--- src/rtl/sys_a.sv ---
// ---------------------------------------------------------------------------
// sys_a -- 3x3 weight-stationary systolic matrix-multiply core
//
// Weights sit still (read combinationally from w). Activation vectors enter
// on the left at one per enabled cycle and shift one column to the right per
// enabled cycle. Each column sums its three products into a registered 16-bit
// result, so column c's result for a given vector appears c cycles after
// column 0's result.
//
// Ports
//   clk   in   1    rising-edge clock
//   rst   in   1    synchronous, active-high reset (wins over en)
//   en    in   1    advance enable; 0 freezes activations and outputs
//   w     in   97   weights, W[r][c] = w[(3*r+c)*8 +: 8]; bits 96:72 unused
//   in    in   24   activation vector, x[r] = in[8*r +: 8]
//   out1  out  16   column 0 result (registered)
//   out2  out  16   column 1 result (registered)
//   out3  out  16   column 2 result (registered)
// ---------------------------------------------------------------------------

// Processing element: one activation register plus one unsigned multiplier.
// The product is formed from the activation arriving at this PE this cycle,
// so a column's result is registered in the same edge the activation lands.
module sys_a_pe #(
    parameter int DW = 8
) (
    input  logic            clk,
    input  logic            rst,
    input  logic            en,
    input  logic [DW-1:0]   a_in,
    input  logic [DW-1:0]   w_in,
    output logic [DW-1:0]   a_out,
    output logic [2*DW-1:0] prod
);
    logic [DW-1:0] a_q;
    logic [DW-1:0] a_d;

    always_comb begin
        a_d = a_q;
        if (en) a_d = a_in;
    end

    always_ff @(posedge clk) begin
        if (rst) a_q <= '0;
        else     a_q <= a_d;
    end

    assign a_out = a_q;
    assign prod  = w_in * a_in;
endmodule

module sys_a #(
    parameter int N  = 3,
    parameter int DW = 8,
    parameter int OW = 16
) (
    input  logic          clk,
    input  logic          rst,
    input  logic          en,
    input  logic [96:0]   w,
    input  logic [23:0]   in,
    output logic [OW-1:0] out1,
    output logic [OW-1:0] out2,
    output logic [OW-1:0] out3
);
    // a_src[r][c]: activation arriving at PE(r,c) this cycle.
    // a_reg[r][c]: activation held in PE(r,c) after the last enabled edge.
    logic [N-1:0][N-1:0][DW-1:0]   a_src;
    logic [N-1:0][N-1:0][DW-1:0]   a_reg;
    logic [N-1:0][N-1:0][DW-1:0]   w_el;
    logic [N-1:0][N-1:0][2*DW-1:0] prod;

    logic [N-1:0][OW-1:0] out_q;
    logic [N-1:0][OW-1:0] out_d;

    // Upper weight bits are spare in the port map.
    logic unused_w;
    assign unused_w = ^w[96:N*N*DW];

    genvar r, c;
    generate
        for (r = 0; r < N; r++) begin : g_row
            for (c = 0; c < N; c++) begin : g_col
                assign w_el[r][c] = w[(N*r+c)*DW +: DW];

                if (c == 0) begin : g_edge
                    assign a_src[r][c] = in[DW*r +: DW];
                end else begin : g_inner
                    assign a_src[r][c] = a_reg[r][c-1];
                end

                sys_a_pe #(.DW(DW)) u_pe (
                    .clk   (clk),
                    .rst   (rst),
                    .en    (en),
                    .a_in  (a_src[r][c]),
                    .w_in  (w_el[r][c]),
                    .a_out (a_reg[r][c]),
                    .prod  (prod[r][c])
                );
            end
        end
    endgenerate

    // Column sums wrap modulo 2^OW; no saturation.
    always_comb begin
        out_d = out_q;
        if (en) begin
            for (int cc = 0; cc < N; cc++) begin
                out_d[cc] = '0;
                for (int rr = 0; rr < N; rr++) begin
                    out_d[cc] = out_d[cc] + OW'(prod[rr][cc]);
                end
            end
        end
    end

    always_ff @(posedge clk) begin
        if (rst) out_q <= '0;
        else     out_q <= out_d;
    end

    assign out1 = out_q[0];
    assign out2 = out_q[1];
    assign out3 = out_q[2];
endmodule

--- config.mk ---
export PLATFORM = sky130hd
export DESIGN_NAME = sys_a
export DESIGN_NICKNAME = d
export VERILOG_FILES = /design/src/rtl/sys_a.sv
export SDC_FILE = /design/constraint.sdc
export NUM_CORES = 1
export LEC_CHECK = 0
export BUFFER_PORTS_ARGS = -buffer_cell sky130_fd_sc_hd__buf_2
export CORE_MARGIN = 4
export CORE_UTILIZATION = 55
export CTS_BUF_LIST = sky130_fd_sc_hd__clkbuf_4 sky130_fd_sc_hd__clkbuf_8 sky130_fd_sc_hd__clkbuf_16
export CTS_CLUSTER_DIAMETER = 200
export DETAILED_ROUTE_END_ITERATION = 8
export PLACE_DENSITY = 0.79
export SYNTH_ARGS = -nofsm -noshare
export SYNTH_HDL_FRONTEND = slang
export SYNTH_SLANG_ARGS = --single-unit
--- constraint.sdc ---
create_clock -name clk -period 19.2 [get_ports clk]
set_input_delay 1.92 -clock clk [delete_from_list [all_inputs] [get_ports clk]]
set_output_delay 1.92 -clock clk [all_outputs]
set_load 0.01 [all_outputs]
# [Word-level counts from Yosys, hierarchy flattened]
# Index checks and enable logic that the tools add are counted.
[word_totals] in_bits=124 reg_bits=96 out_inout_bits=48
[op_classes] mul=9 addsub=6
[ops] cell="8-bit by 8-bit multiplier with 16-bit output" n=9
[ops] cell="16-bit adder" n=6

# [Logic depth before layout (Yosys ltp)]
# Gate-level depths: netlist (run 1).
[depth] ltp_word=3 depth_mapped=22 ltp_nobuf=21

# [Modules after synthesis]
# A second synthesis (run 1) with hierarchy kept.
[unflattened] hier_cells=2952 area_unflattened_um2=26445.4
[by_module_without_submodules] module="sys_a_pe (g_row[0].g_col[2].u_pe ...)" n_inst=3 cells_per_inst=269 area_per_inst_um2=2411.1
[by_module_without_submodules] module="sys_a_pe (g_row[2].g_col[0].u_pe ...)" n_inst=3 cells_per_inst=269 area_per_inst_um2=2404.8
[by_module_without_submodules] module="sys_a" n_inst=1 cells_per_inst=516 area_per_inst_um2=4712.0
[by_module_without_submodules] module="sys_a_pe (g_row[1].g_col[2].u_pe)" n_inst=1 cells_per_inst=284 area_per_inst_um2=2488.6
[by_module_without_submodules] module="sys_a_pe (g_row[0].g_col[1].u_pe)" n_inst=1 cells_per_inst=269 area_per_inst_um2=2403.6
[by_module_without_submodules] module="sys_a_pe (g_row[0].g_col[0].u_pe)" n_inst=1 cells_per_inst=269 area_per_inst_um2=2393.5

# [Least setup slack after synthesis (run 1)]
# No wires, ideal clock.
[synth_timing] kind="in2reg" startpoint="input w[5]" endpoint="register out_q (netlist bit out1[13])" setup_time_ns=0.117 path_buffers=0 arrival_ns=7.262 stages=18 slack_ns=11.821 path_cell_list="and2_1 fa_1 inv_1 fa_1 fa_1 inv_1 fa_1 fa_1 fa_1 inv_1 fa_1 inv_1 ha_1 nor2b_4 o2111a_1 o41a_1 o31a_1 a32o_1"
[synth_between] elab_chain_cells=3
[synth_rtl] element="start, declared" line_no="60" rtl="input logic [96:0] w,"
[synth_rtl] element="8-bit by 8-bit multiplier with 16-bit output" line_no="49" rtl="assign prod = w_in * a_in;"
[synth_rtl] element="16-bit adder (2 in series)" line_no="112" rtl="out_d[cc] = out_d[cc] + OW'(prod[rr][cc]);"
[synth_rtl] element="end signal, assigned" line_no="120" rtl="else out_q <= out_d;"
[synth_rtl] element="end, declared" line_no="73" rtl="logic [N-1:0][OW-1:0] out_q;"
# Every way passes these cells.
# A chain may end at the register's enable or synchronous reset.

# [Worst setup path after layout (run 1)]
[layout_timing] startpoint="input w[21]" endpoint="register out_q (netlist bit out3[13])"
# Same word-level chain as after synthesis.

==> flow_metrics.tcl, run 1 <==
set metrics [dict create \
    outcome "completed" \
    synthMuxAreaShare_pct 2.88 \
    period_needed_ns 7.47 \
    synthArstFlopShare_pct 0 \
    tns_ns 0 \
    grt_pass1_vias 18200 \
    synth_top_family_by_area "adder cells" \
    yosys.area_share.xor_xnor_pct 1.05 \
    yosys.area.top_type_share_pct 40.7 \
    viasPerCell 5.36 \
    finClkSkew_ns 0.0114 \
    antenna_left 0 \
    post_cts_buffers 0 \
    finalHoldViolCount 0 \
    cts_sinks 96 \
    grt_usage_pct 25.1 \
    setup_ws_ns 11.73 \
    drive_above_1_share_pct 6.36 \
    firstDrtPassIters 5 \
    numCtsBuffers 9 \
    drt_wl_total_mm 54.9 \
    dr.first_iter.drc_count 1070 \
    vias 17100 \
    gp_congestion 0.926 \
    io_pins 172 \
    combPwrFrac_pct 85.1 \
    synth_compound_area_share_pct 3.80 \
    ir_worst_vdd_mv 0.462 \
    hold_class "register to register" \
    pwr-share-clk_pct 6.3 \
    areaGrowthSynthToFinish_pct 6.74 \
    clock_tree.htree_level_count 3 \
    switching_share_pct 53.4 \
    place_inst 3182 \
    placementRows 75 \
    tightest_slew_ns 1.05 \
    fp.coreArea_sq_um 41900 \
    die_y_um 214 \
    die_area_sq_um 45700 \
    finalNonFillerCells 3199 \
    power.leakage_nw 13.3 \
    grt_first_pass_wirelength_mm 91.6 \
    die_w_um 214 \
    ctsLongestPathBuffers 2 \
    p_int_mw 1.48 \
    nets 3525 \
    final_max_slew_viol_count 0 \
    setup_viol 0 \
    clk_pin_slew_worst_paths_ns 0.07 \
    yosys-top-cells-count "667 x inv_1, 474 x fa_1, 389 x and2_1" \
    synth_ff_type "dfxtp_1" \
    ys_seq_elements 96 \
    grt_max_degree 59 \
    max_slew_margin_pct 30.0 \
    cts_hold_buf 0 \
    crit_arrival_ns 7.72 \
    netlist-cell-type-count 42 \
    critPathLaunchType "input port" \
    synthSimpleGateAreaFrac_pct 17.1 \
    required_ns 19.45 \
    yosysTopAreaCell "fa_1" \
    io_buffers 146 \
    switchingPower_mw 1.70 \
    ys_seq_area_share_pct 8.24 \
    syn_nets 3414 \
    synth_most_common_cell "inv_1" \
    synth_area_sq_um 23300 \
    end_kind "register" \
    fin_crit_sh_pct 38.9 \
    yosys-top-cells-area "fa_1 41%, ha_1 15%, inv_1 11%, and2_1 10%, dfxtp_1 8.2%" \
    drc 0 \
    cts_tree "done" \
    synth_edf_count 0 \
    ctsResizeCount 0 \
    cap_violations 0 \
    power_density_nw_per_um2 128 \
    clk_latency_ns 0.36 \
    cts.root.buffer_cell "clkbuf_16" \
    initial_core_util_pct 55.6 \
    detail_route.wl_per_cell_um 17.2 \
    synth.avg_cell_area_sq_um 9.17 \
    synth_cells 2543 \
    dp_hpwl_mm 47.4 \
    crit_type "input port to register" \
    synthAdderAreaFrac_pct 55.4 \
    pwr-share-seq_pct 8.6 \
    place_ws_ns 11.38 \
    rsz0062_at_grt "false" \
    antenna_found_initial 1 \
    grt-ovfl-total 0 \
    crit_path_max_fanout 8 \
    yosysWarnings 0 \
    fmaxAchievable_mhz 134 \
]
registers in the layout, summed over array words and instances (netlist names):
| signal | cells |
|---|---|
| out1 | 16 |
| out3 | 16 |
| g_row.g_col.u_pe.a_out | 48 |
| out2 | 16 |
worst max-delay path, stage by stage:
cell,delay (ns)
buf_2,0.17
and2_1,0.19
fa_1,0.54
inv_1,0.06
fa_1,0.50
fa_1,0.54
inv_1,0.05
fa_1,0.48
fa_1,0.55
fa_1,0.50
inv_1,0.05
fa_1,0.48
inv_1,0.04
ha_1,0.32
nor2b_4,0.16
o2111a_1,0.28
o41a_1,0.40
o31a_1,0.28
a32o_1,0.20
layout make-up:
cell class / instances / area (sq um)
Antenna cell: 1 / 2.50
Clock buffer: 9 / 225
Clock inverter: 7 / 101
Fill cell: 3521 / 17100
Inverter: 668 / 2510
Multi-Input combinational cell: 1731 / 18700
Sequential cell: 96 / 1920
Tap cell: 539 / 674
Timing Repair Buffer: 148 / 751
logic make-up (layout without fill, tap and decap cells):
family	after synthesis	count (layout)
adders and majority gates	747	747
muxes	67	67
AOI/OAI and AO/OA	131	131
buffers and inverters	716	832
other	0	1
DFF	96	96
xor gates and xnor gates	28	28
and+or+nand+nor	758	758
metrics by stage:
stage          cell area, sq um  power (mW)  hold slack (ns)  util, %
2_1_floorplan             23300        2.30            0.486        -
3_3_place_gp              24600        2.86            0.451     58.5
3_5_place_dp              24600        2.95            0.452     58.5
4_1_cts                   24900        3.18            0.462     59.3
5_1_grt                   24900        3.58            0.485     59.3
6_report                  24900        3.17            0.465     59.3
power groups by stage:
| stage | combinational (mW) | sequential [mW] | clock, mW |
|---|---|---|---|
| final | 2.70 | 0.273 | 0.201 |
| after global routing | 3.10 | 0.276 | 0.212 |
| after CTS | 2.70 | 0.272 | 0.204 |
| after detailed placement | 2.68 | 0.277 | 0 |
| after global placement | 2.59 | 0.275 | 0 |
| after floorplan | 2.03 | 0.267 | 0 |
layout by cell type, fill, tap and decap left out, types with 4 or more instances in the layout:
cell type	instances
xnor2_1	28
nand3_1	9
buf_4	4
o31a_1	4
ha_1	273
buf_2	144
and2_1	389
a211oi_1	6
inv_1	667
mux2i_1	67
o211ai_1	12
nand2b_1	4
nand2_1	212
a21oi_1	45
nor2_1	86
nor2b_1	5
nand4_1	11
nor3_1	20
clkbuf_16	9
dfxtp_1	96
fa_1	474
or4_1	6
o21a_1	9
a21o_1	12
o21ai_0	15
and3_1	6
worst paths after layout:
kind | from | cells after the start | to | slack, ns
setup / recovery | w[21] | 19 | out3[13] | 11.73
hold / removal | out1[8] | 2 | out1[8] | 0.46
setup reg to reg | g_row[0].g_col[0].u_pe.a_out[3] | 19 | out2[14] | 12.90
hold reg to reg | out1[8] | 2 | out1[8] | 0.46
routing by layer:
metal / track usage [%] / vias to the layer above / wire (um)
met1: 33.5 / 8636 / 22100
met5: 0 / - / 0
met3: 3.67 / 108 / 3700
met4: 8.34 / 0 / 1960
li1: - / 7796 / -
met2: 42.2 / 595 / 27100
No activity file was read; power rests on OpenSTA's default activity.
==> inputs of run 2 (changes only) <==
--- a/config.mk
+++ b/config.mk
@@ -11,7 +11,7 @@
 export CTS_BUF_LIST = sky130_fd_sc_hd__clkbuf_4 sky130_fd_sc_hd__clkbuf_8 sky130_fd_sc_hd__clkbuf_16
 export CTS_CLUSTER_DIAMETER = 200
 export DETAILED_ROUTE_END_ITERATION = 8
-export PLACE_DENSITY = 0.79
+export PLACE_DENSITY = 0.82
 export SYNTH_ARGS = -nofsm -noshare
 export SYNTH_HDL_FRONTEND = slang
 export SYNTH_SLANG_ARGS = --single-unit
==> constraint.sdc (replaced) <==
create_clock -name clk -period 6.55 [get_ports clk]
set_input_delay 0.655 -clock clk [delete_from_list [all_inputs] [get_ports clk]]
set_output_delay 0.655 -clock clk [all_outputs]
set_load 0.01 [all_outputs]
==> run 2 against run 1 <==
Compared with the run above:
- clock-buffer cell count unchanged
- cell area grew 0.57%
- die area did not move
- worst setup slack got worse by 11 ns
- register-to-register slack got worse by 13 ns
- largest power group unchanged
==> flow_metrics.tcl, run 2 (synthesized netlist as in run 1, its figures left out) <==
set metrics [dict create \
    outcome "completed" \
    max_slew_margin_pct 25.5 \
    vias 17500 \
    p_int_mw 4.37 \
    ir_worst_vdd_mv 1.80 \
    finalHoldViolCount 0 \
    cap_violations 0 \
    mostFrequentLayoutCell "inv_1" \
    grt_usage_pct 26.1 \
    grt-ovfl-total 0 \
    clk_latency_ns 0.36 \
    fin_crit_sh_pct 95.4 \
    cts_sinks 96 \
    nFillCells 3447 \
    placementRows 75 \
    power.leakage_nw 13.4 \
    final_max_slew_viol_count 0 \
    final_area_sq_um 25000 \
    post_cts_buffers 0 \
    io_buffers 146 \
    clk_pin_slew_worst_paths_ns 0.08 \
    fmaxAchievable_mhz 160 \
    pwr-share-clk_pct 5.8 \
    crit_path_max_fanout 9 \
    dr.first_iter.drc_count 1145 \
    nets 3546 \
    period_needed_ns 6.25 \
    largest_reg_flops 48 \
    drive_above_1_share_pct 7.09 \
    dpl-instance-area_sq_um 24700 \
    grt_pass1_vias 19000 \
    ctsResizeCount 0 \
    grt_max_degree 56 \
    clock_tree.htree_level_count 3 \
    areaGrowthSynthToFinish_pct 7.34 \
    multi_input_area_sq_um 18700 \
    critPathLaunchType "register" \
    dp_hpwl_mm 49.2 \
    pwr-share-seq_pct 8.4 \
    rsz0062_at_grt "false" \
    finalNonFillerCells 3224 \
    crit_type "register to register" \
    totalPowerFinal_mw 9.48 \
    cts_hold_buf 0 \
    switching_share_pct 53.9 \
    drc 0 \
    end_kind "register" \
    tns_ns 0 \
    crit_arrival_ns 6.51 \
    power_density_nw_per_um2 379 \
    setup_ws_ns 0.300 \
    finClkSkew_ns 0.00874 \
    tightest_slew_ns 1.11 \
    drt_wl_total_mm 57.4 \
    detail_route.wl_per_cell_um 17.8 \
    antenna_left 0 \
    place_inst 3203 \
    io_pins 172 \
    place_ws_ns 0.0609 \
    firstDrtPassIters 5 \
    fp.coreArea_sq_um 41900 \
    gp_congestion 0.951 \
    antenna_found_initial 4 \
    cts_tree "done" \
    mostFrequentLayoutCells "667 x inv_1, 474 x fa_1, 389 x and2_1, 273 x ha_1, 212 x nand2_1" \
    die_w_um 214 \
    switchingPower_mw 5.11 \
    initial_core_util_pct 55.6 \
    die_y_um 214 \
    required_ns 6.81 \
    numCtsBuffers 9 \
    regArea_sq_um 1920 \
    grt_first_pass_wirelength_mm 95.0 \
    setup_viol 0 \
    combPwrFrac_pct 85.8 \
    viasPerCell 5.42 \
    die_area_sq_um 45700 \
    hold_class "register to register" \
    ctsLongestPathBuffers 2 \
    cts.root.buffer_cell "clkbuf_16" \
]
run 2: area by class of cell:
type                            count  area share [%]
Timing Repair Buffer              169            3.63
Clock inverter                      7           0.300
Sequential cell                    96            7.68
Multi-Input combinational cell   1731            74.7
Inverter                          668            10.0
Antenna cell                        5          0.0500
Clock buffer                        9           0.900
Tap cell                          539            2.70
run 2: critical path, cell delays in order, from the launching register on:
cell and delay (ns):
dfxtp_1 0.68, buf_4 0.24, nand2_1 0.08, fa_1 0.54
inv_1 0.04, ha_1 0.30, fa_1 0.56, inv_1 0.06
fa_1 0.51, inv_1 0.06, fa_1 0.52, fa_1 0.50
inv_1 0.06, fa_1 0.48, inv_1 0.04, ha_1 0.36
a21oi_1 0.21, nand2b_1 0.08, o31a_1 0.32, o31a_1 0.29
a32o_1 0.21
run 2: worst paths after layout:
kind | endpoint | cells after the start | slack (ns) | start
max | out2[13] | 20 | 0.30 | g_row[0].g_col[0].u_pe.a_out[3]
min | out1[8] | 2 | 0.47 | out1[8]
max reg2reg | out2[13] | 20 | 0.30 | g_row[0].g_col[0].u_pe.a_out[3]
min reg2reg | out1[8] | 2 | 0.47 | out1[8]
run 2: routing by layer:
metal  share of wire (%)  routed length [um]  global-route usage, %  vias to the layer above
met1                  38               21900                   33.5                     8748
li1                    -                   -                      -                     7853
met2                  50               28400                   44.5                      711
met5               0.037                  21                      0                        -
met4                 4.8                2730                   10.9                        4
met3                 7.5                4290                   3.85                      162
run 2: through the flow:
step,utilization (%),hold slack [ns]
3_5_place_dp,58.9,0.456
2_1_floorplan,-,0.486
6_report,59.7,0.467
4_1_cts,59.6,0.468
3_3_place_gp,58.9,0.451
5_1_grt,59.6,0.501
run 2: power by group through the flow:
| stage | clock network [mW] | registers (mW) | logic [mW] |
|---|---|---|---|
| floorplan | 0 | 0.783 | 5.95 |
| global placement | 0 | 0.808 | 7.76 |
| detailed placement | 0 | 0.811 | 8.02 |
| CTS | 0.555 | 0.798 | 8.08 |
| global route | 0.574 | 0.807 | 9.20 |
| finish | 0.550 | 0.800 | 8.13 |
==> inputs of run 3 (changes only) <==
--- a/config.mk
+++ b/config.mk
@@ -12,6 +12,7 @@
 export CTS_CLUSTER_DIAMETER = 200
 export DETAILED_ROUTE_END_ITERATION = 8
 export PLACE_DENSITY = 0.82
+export RECOVER_POWER = 50
 export SYNTH_ARGS = -nofsm -noshare
 export SYNTH_HDL_FRONTEND = slang
 export SYNTH_SLANG_ARGS = --single-unit
==> constraint.sdc (replaced) <==
create_clock -name clk -period 6.55 [get_ports clk]
set_input_delay 0.9825 -clock clk [delete_from_list [all_inputs] [get_ports clk]]
set_output_delay 0.9825 -clock clk [all_outputs]
set_load 0.01 [all_outputs]
==> run 3 against run 2 <==
Compared with the run above:
- the flow now finishes with violations (capacitance limit, slew limit)
- worst hold slack worse by 0.0031 ns
- clock skew up 0.0054 ns
- sequential power up 0.5%
- clock-buffer cell count unchanged
- register-to-register slack about the same
- critical path type is now input port to register
- largest power group unchanged
==> flow_metrics.tcl, run 3 (synthesized netlist as in run 1, its figures left out) <==
set metrics [dict create \
    outcome "finished with violations" \
    violations "capacitance limit, slew limit" \
    dpl-instance-area_sq_um 25300 \
    crit_arrival_ns 6.64 \
    crit_start "w[21]" \
    cp_slowest_cell "fa_1" \
    timing.rr.start "g_row[0].g_col[0].u_pe.a_out[3]" \
    antenna_found_initial 2 \
    grt_usage_pct 26.7 \
    setup_viol 0 \
    r2r_slack_ns 0.31 \
    drc 0 \
    nets 3628 \
    detail_route.wl_per_cell_um 17.8 \
    largest_reg_flops 48 \
    period_needed_ns 6.39 \
    mostFrequentLayoutCell "inv_1" \
    clk_latency_ns 0.36 \
    critPathLaunchType "input port" \
    dr.first_iter.drc_count 1293 \
    initial_core_util_pct 55.6 \
    max_slew_margin_pct -79.7 \
    cap_violations 1 \
    cts.root.buffer_cell "clkbuf_16" \
    vias 17800 \
    endpoint "out3[13]" \
    grt-ovfl-total 0 \
    drive_above_1_share_pct 8.36 \
    worst_r2r_endpoint "out2[12]" \
    worst-path-buf-inv 5 \
    die_area_sq_um 45700 \
    fp.coreArea_sq_um 41900 \
    clock_tree.htree_level_count 3 \
    mostFrequentLayoutCells "667 x inv_1, 473 x fa_1, 389 x and2_1, 272 x ha_1, 212 x nand2_1" \
    tightest_slew_ns 2.70 \
    cp.depth 19 \
    nFillCells 3407 \
    finClkSkew_ns 0.0142 \
    hold_class "register to register" \
    ir_worst_vdd_mv 1.11 \
    crit_type "input port to register" \
    reg2regPathDepth 19 \
    clk_pin_slew_worst_paths_ns 0.07 \
    final_area_sq_um 25600 \
    grt_max_degree 57 \
    viasPerCell 5.39 \
    final_max_slew_viol_count 42 \
    dp_hpwl_mm 51.2 \
    cts_sinks 96 \
    grt_pass1_vias 19900 \
    die_y_um 214 \
    cp_common_cell "fa_1" \
    antenna_left 0 \
    io_pins 172 \
    required_ns 6.80 \
    cts_hold_buf 0 \
    io_buffers 146 \
    ctsLongestPathBuffers 2 \
    numCtsBuffers 9 \
    critical-path-top-delay-family "adder cells" \
    cpPeakStageDelay_ns 0.54 \
    fin_util_pct 61.0 \
    post_cts_buffers 0 \
    gp_congestion 0.921 \
    placementRows 75 \
    die_w_um 214 \
    drt_wl_total_mm 58.8 \
    firstDrtPassIters 6 \
    rsz0062_at_grt "false" \
    fmaxAchievable_mhz 157 \
    power_density_nw_per_um2 410 \
    end_kind "register" \
    finalHoldViolCount 0 \
    power.leakage_nw 13.6 \
    areaGrowthSynthToFinish_pct 9.82 \
    fin_crit_sh_pct 97.5 \
    grt_first_pass_wirelength_mm 97.5 \
    ctsResizeCount 0 \
    crit_path_max_fanout 2 \
    cts_tree "done" \
    cp_cell_sequence "buf_2, and2_1, fa_1, inv_1, fa_1, fa_1, inv_1, fa_1, fa_1, fa_1, inv_1, fa_1, inv_1, ha_1, nor2b_4, o2111a_1, o41a_1, o31a_1, a32o_1" \
]
==> run 3: worst register-to-register path, delay by kind of cell (launching register included) <==
| kind | cells | cell delay, ns |
|---|---|---|
| buf+inv | 5 | 0.27 |
| xor+xnor | 1 | 0.17 |
| compound gates | 4 | 0.76 |
| simple gates | 1 | 0.17 |
| fa+ha+maj | 8 | 3.92 |
| flops | 1 | 0.70 |
==> run 3: area by class of cell <==
| class | count | area (sq um) | area share [%] |
|---|---|---|---|
| Clock buffer | 9 | 225 | 0.880 |
| Clock inverter | 7 | 65.1 | 0.254 |
| Inverter | 668 | 2510 | 9.80 |
| Antenna cell | 1 | 2.50 | 0.00978 |
| Sequential cell | 96 | 1920 | 7.51 |
| Multi-Input combinational cell | 1731 | 18700 | 73.2 |
| Timing Repair Buffer | 251 | 1460 | 5.69 |
| Tap cell | 539 | 674 | 2.63 |
==> run 3: power breakdown <==
group | leakage (nW) | switching [mW] | internal (mW)
logic | 12.7 | 5.00 | 4.16
registers | 0.789 | 0.110 | 0.694
clock network | 0.137 | 0.260 | 0.266
total | 13.6 | 5.37 | 5.12
==> run 3: stage by stage <==
step / total power, mW / TNS [ns] / instances / hold slack, ns / setup WS [ns]
2_1_floorplan: 6.73 / 0 / 2543 / 0.486 / 0.108
3_3_place_gp: 9.42 / -0.625 / 3285 / 0.451 / -0.177
3_5_place_dp: 9.78 / -2.34 / 3285 / 0.453 / -0.271
4_1_cts: 10.4 / 0 / 3301 / 0.463 / 0.112
5_1_grt: 11.7 / 0 / 3302 / 0.502 / 0.00666
6_report: 10.5 / 0 / 3302 / 0.464 / 0.161
==> run 3: worst min-delay path by stage <==
stage | cells after the start | to | slack [ns] | startpoint
2_1_floorplan | 2 | out1[7] | 0.49 | out1[7]
3_3_place_gp | 2 | out1[7] | 0.45 | out1[7]
3_5_place_dp | 2 | out1[7] | 0.45 | out1[7]
4_1_cts | 2 | out1[7] | 0.46 | out1[7]
5_1_grt | 2 | out3[7] | 0.50 | out3[7]
6_report | 2 | out1[8] | 0.46 | out1[8]
==> run 3: layer usage <==
| layer | up-vias | part of all wire [%] | global-route usage (%) | routed length [um] |
|---|---|---|---|---|
| met5 | - | 0.017 | 0 | 10 |
| met4 | 2 | 5.2 | 12.3 | 3040 |
| met3 | 177 | 6.6 | 3.79 | 3900 |
| met2 | 680 | 50 | 45.6 | 29100 |
| met1 | 8949 | 39 | 33.9 | 22700 |
| li1 | 8001 | - | - | - |
